**src/rtl/demux1to4_tdm.sv**
```systemverilog
// Registered 1-to-4 demultiplexer: direct lane select or frame-aligned TDM slot recovery.
// Every output is a register; a word accepted at edge k appears on its lane after edge k.
module demux1to4_tdm #(
  parameter int WIDTH = 1
) (
  input  logic             clk,
  input  logic             rst,
  input  logic [WIDTH-1:0] in_i,
  input  logic             in_valid_i,
  input  logic             sync_i,
  input  logic             mode_i,
  input  logic [1:0]       sel_i,
  output logic [WIDTH-1:0] out0_o,
  output logic [WIDTH-1:0] out1_o,
  output logic [WIDTH-1:0] out2_o,
  output logic [WIDTH-1:0] out3_o,
  output logic [3:0]       out_strobe_o,
  output logic             frame_valid_o,
  output logic             frame_err_o,
  output logic [1:0]       slot_o,
  output logic             busy_o
);

  typedef enum logic {IDLE = 1'b0, RUN = 1'b1} state_e;

  state_e                  state_q, state_d;
  logic [1:0]              slot_q, slot_d;
  logic [3:0]              strobe_q, strobe_d;
  logic                    fv_q, fv_d;
  logic                    fe_q, fe_d;
  logic                    wr_en;
  logic [1:0]              wr_lane;
  logic [3:0][WIDTH-1:0]   lane_q;

  always_comb begin
    state_d = state_q;
    slot_d  = slot_q;
    fv_d    = 1'b0;
    fe_d    = 1'b0;
    wr_en   = 1'b0;
    wr_lane = 2'd0;
    if (!mode_i) begin
      // Direct mode always drops frame alignment, even on idle cycles.
      state_d = IDLE;
      slot_d  = 2'd0;
      if (in_valid_i) begin
        wr_en   = 1'b1;
        wr_lane = sel_i;
      end
    end else if (in_valid_i) begin
      if (sync_i) begin
        wr_en   = 1'b1;
        wr_lane = 2'd0;
        slot_d  = 2'd1;
        state_d = RUN;
        fe_d    = (state_q == RUN) && (slot_q != 2'd0);
      end else if (state_q == RUN) begin
        wr_en   = 1'b1;
        wr_lane = slot_q;
        slot_d  = slot_q + 2'd1;
        fv_d    = (slot_q == 2'd3);
      end
    end
    strobe_d = wr_en ? (4'b0001 << wr_lane) : 4'b0000;
  end

  always_ff @(posedge clk) begin
    if (rst) begin
      state_q  <= IDLE;
      slot_q   <= 2'd0;
      strobe_q <= 4'b0000;
      fv_q     <= 1'b0;
      fe_q     <= 1'b0;
    end else begin
      state_q  <= state_d;
      slot_q   <= slot_d;
      strobe_q <= strobe_d;
      fv_q     <= fv_d;
      fe_q     <= fe_d;
    end
  end

  // The one-hot strobe doubles as the per-lane write enable.
  for (genvar g = 0; g < 4; g++) begin : g_lane
    always_ff @(posedge clk) begin
      if (rst)              lane_q[g] <= '0;
      else if (strobe_d[g]) lane_q[g] <= in_i;
    end
  end

  assign out0_o        = lane_q[0];
  assign out1_o        = lane_q[1];
  assign out2_o        = lane_q[2];
  assign out3_o        = lane_q[3];
  assign out_strobe_o  = strobe_q;
  assign frame_valid_o = fv_q;
  assign frame_err_o   = fe_q;
  assign slot_o        = slot_q;
  assign busy_o        = (state_q == RUN);

endmodule
```
**config.mk**
```make
export PLATFORM = sky130hd
export DESIGN_NAME = demux1to4_tdm
export DESIGN_NICKNAME = d
export VERILOG_FILES = /design/src/rtl/demux1to4_tdm.sv
export SDC_FILE = /design/constraint.sdc
export NUM_CORES = 1
export LEC_CHECK = 0
export BUFFER_PORTS_ARGS = -buffer_cell sky130_fd_sc_hd__buf_2
export CAP_MARGIN = 10
export CORE_AREA = 2 2 39 41
export DETAILED_ROUTE_END_ITERATION = 10
export DIE_AREA = 0 0 41 43
export GPL_ROUTABILITY_DRIVEN = 0
export PLACE_DENSITY = 0.8
export SYNTH_ARGS = -nofsm -noshare
export SYNTH_HDL_FRONTEND = slang
export SYNTH_SLANG_ARGS = --single-unit
```
**constraint.sdc**
```tcl
create_clock -name clk -period 1.6 [get_ports clk]
set_clock_uncertainty 0.2 [all_clocks]
set_input_delay 0.08 -clock clk [delete_from_list [all_inputs] [get_ports clk]]
set_output_delay 0.08 -clock clk [all_outputs]
set_load 0.01 [all_outputs]
```
==> results.cfg <==
[status]
status = complete, but fails checks
failed_checks = negative hold slack

[yosys]
synth_edf_count = 0
synth_area_um2 = 545.5
synth_flop_cell = dfxtp_1
synth_top_family_by_area = simple AND/OR/NAND/NOR gates
synth_area_per_cell_um2 = 9.571
ys_seq_area_share_pct = 47.71
syn_nets = 67
syn_inst = 57
muxShareOfSynthArea_pct = 0
synth_area_leaders = dfxtp_1 48%, nor2b_1 5.7%, ha_1 4.6%
synthXorXnorAreaFrac_pct = 0
synth_simple_gate_area_share_pct = 25.00
ys_types = 21
yosys_warnings = 0
ys_async_sr_fraction_pct = 0
synth.top_cell.area_share_pct = 47.71
synth_compound_area_share_pct = 19.95
ys_ff_latch = 13
synth_top_area_cell = dfxtp_1
synthAdderAreaFrac_pct = 4.587

[power_and_ir_drop]
powerDensity_mw_per_mm2 = 802.3
power_leakage_nw = 0.3643
irDropWorstVdd_mv = 0.3510
fin_total_pwr_uw = 618.4

[grt]
grt_pass1_wl_mm = 2.166
grt_max_degree = 12
use_met3_pct = 1.571
grt_antenna_before_repair = 0
met1_usage_pct = 22.33
busiest_layer = met2
grtUsageMet2_pct = 28.13
overflow = 0
track_usage_pct = 18.11
grt_pass1_vias = 542

[die]
rows = 14
ios = 21
initial_core_util_pct = 39.42
core-area_mm2 = 0.001384
die_area_mm2 = 0.001763
die_h_um = 43
die_w_um = 41

[cells_and_area]
layout.cells.non_filler = 105
drive_above_1_share_pct = 33.71
finalNetCount = 100
final_cell_area_um2 = 770.7
num_antenna_cells = 0
synthToLayoutAreaGrowth_pct = 41.28

[worst_setup_path]
path_cells = dlygate4sd3_1, buf_2, a21bo_2, or3b_1, a21oi_1
rr_startpoint = busy_o
start_kind = input pin
worst-setup-path-type = in2reg
reg2reg_to = out2_o
crit_end = out2_o
critPathRequiredTime_ps = 1620
critPathCaptureType = register
arrival_ps = 1550
cpMaxStageDelayCell = dlygate4sd3_1
r2r_cells = 4
r2r_setup_slack_ps = 90
crit_start = in_valid_i
slowest_delay_ps = 540
critPathMaxFanout = 8

[clocking]
clockBufferDepth = 2
numCtsBuffers = 3
insertion_delay_ps = 280
postCtsSetupRepairBufs = 0
clkTransAtPathRegs_ps = 90
cts_tree = built
cts-htree-levels = 1
clkSinkCount = 13
cts-root-buf = clkbuf_4

[placed_design]
dp_slack_ps = 63.43
place_area_um2 = 691.9
dp.cells = 96
port_buffers = 20

[detailed_routing]
wl_per_cell_um = 11.91
avgViaCountPerCell = 5.076
firstDrtPassIters = 4
drt_iter0_markers = 7
dr_total_vias = 533
antenna_left = 0
drc = 0
postRouteWirelength_mm = 1.251

[run]
cap_violations = 0

[sta]
grt_setup_unrepaired = no
clock.fmax_mhz = 655.0
worstMarginPinSlew_ps = 434.4
setup_viol = 0
slew_violations = 0
hold_violations = 1
holdWs_ps = -3.054
setup_ws_ps = 73.33
max_slew_margin_pct = 70.84
min_period_over_period_pct = 95.42
min_period_ps = 1527
tns_ps = 0

[hold_path]
hp-class = in2reg
## cell usage after synthesis (2+ instances only)
cell and count:
nor2b_1 5, o31ai_1 3, nand4b_1 2, nor3_1 4, nor2_1 3, inv_1 3
dfxtp_1 13, a21oi_1 3, and4b_1 2, o21ai_1 5, ha_1 2, nand2b_1 3
## where the power goes
part | leakage (nW) | total, mW | switching (mW) | internal (mW)
Clock | 0.0177 | 0.209 | 0.116 | 0.0929
Sequential | 0.106 | 0.334 | 0.00337 | 0.331
Combinational | 0.241 | 0.0757 | 0.0386 | 0.0371
Total | 0.364 | 0.618 | 0.158 | 0.461
## layer usage
metal	vias up	wire, um
li1	270	-
met1	238	579
met2	20	575
met3	5	57
met4	0	38
met5	-	0
## worst min-delay path by stage
| stage | startpoint | end | slack, ps | depth (start not counted) |
|---|---|---|---|---|
| 5_1_grt | mode_i | busy_o | 10 | 3 |
| 3_3_place_gp | rst | out2_o | 170 | 2 |
| 3_5_place_dp | rst | out2_o | 180 | 2 |
| 6_report | mode_i | busy_o | -3 | 3 |
| 4_1_cts | mode_i | frame_err_o | 8 | 3 |
| 2_1_floorplan | sync_i | busy_o | 20 | 2 |
## cells by family (layout without fill, tap and decap cells)
group	count (synthesis)	after routing
and+or+nand+nor	21	21
AOI/OAI and AO/OA	17	17
buffers and inverters	4	36
DFF	13	13
adders and majority gates	2	2
## registers in the layout, indices dropped and copies added (netlist names)
| name | flops |
|---|---|
| out0_o | 1 |
| slot_o | 2 |
| out_strobe_o | 4 |
| busy_o | 1 |
| out2_o | 1 |
| out3_o | 1 |
| out1_o | 1 |
| frame_err_o | 1 |
| frame_valid_o | 1 |
## cells in the final DEF (no fill, tap or decap), types with 2 or more instances in the layout
master and instances:
nor2_1 3, ha_1 2, inv_1 3, a21oi_1 3
nand4b_1 2, and4b_1 2, o31ai_1 3, buf_2 20
nor3_1 4, nand2b_1 3, clkbuf_4 3, o21ai_1 5
dlygate4sd3_1 5, buf_4 4, dfxtp_1 12, nor2b_1 5
## metrics by stage
| stage | util (%) | hold WS [ps] |
|---|---|---|
| after CTS | 55.61 | 7.569 |
| after detailed placement | 50.00 | 182.0 |
| after global routing | 55.70 | 13.14 |
| final | 55.70 | -3.054 |
| after global placement | 50.00 | 169.0 |
| after floorplan | - | 20.61 |
## critical path, delay by kind of cell
| family | cells | cell delay (ps) |
|---|---|---|
| AOI/OAI and AO/OA | 2 | 400 |
| and+or+nand+nor | 1 | 350 |
| buffers and inverters | 2 | 710 |
## cell type report
class                      count  area, um^2
fill                         127       613.1
multi-input combinational     40       270.3
sequential                    13       261.5
timing repair buffer          29       180.2
clock buffer                   3       22.52
tap                           16       20.02
inverter                       3       11.26
clock inverter                 1       5.005
## repair_timing
item / CTS / global route
resized for setup: 0 / 1
hold buffers: 5 / 0
hold endpoints to repair: 12 / 0
setup endpoints to repair: 0 / 2
(Power assumes the default switching activity.)
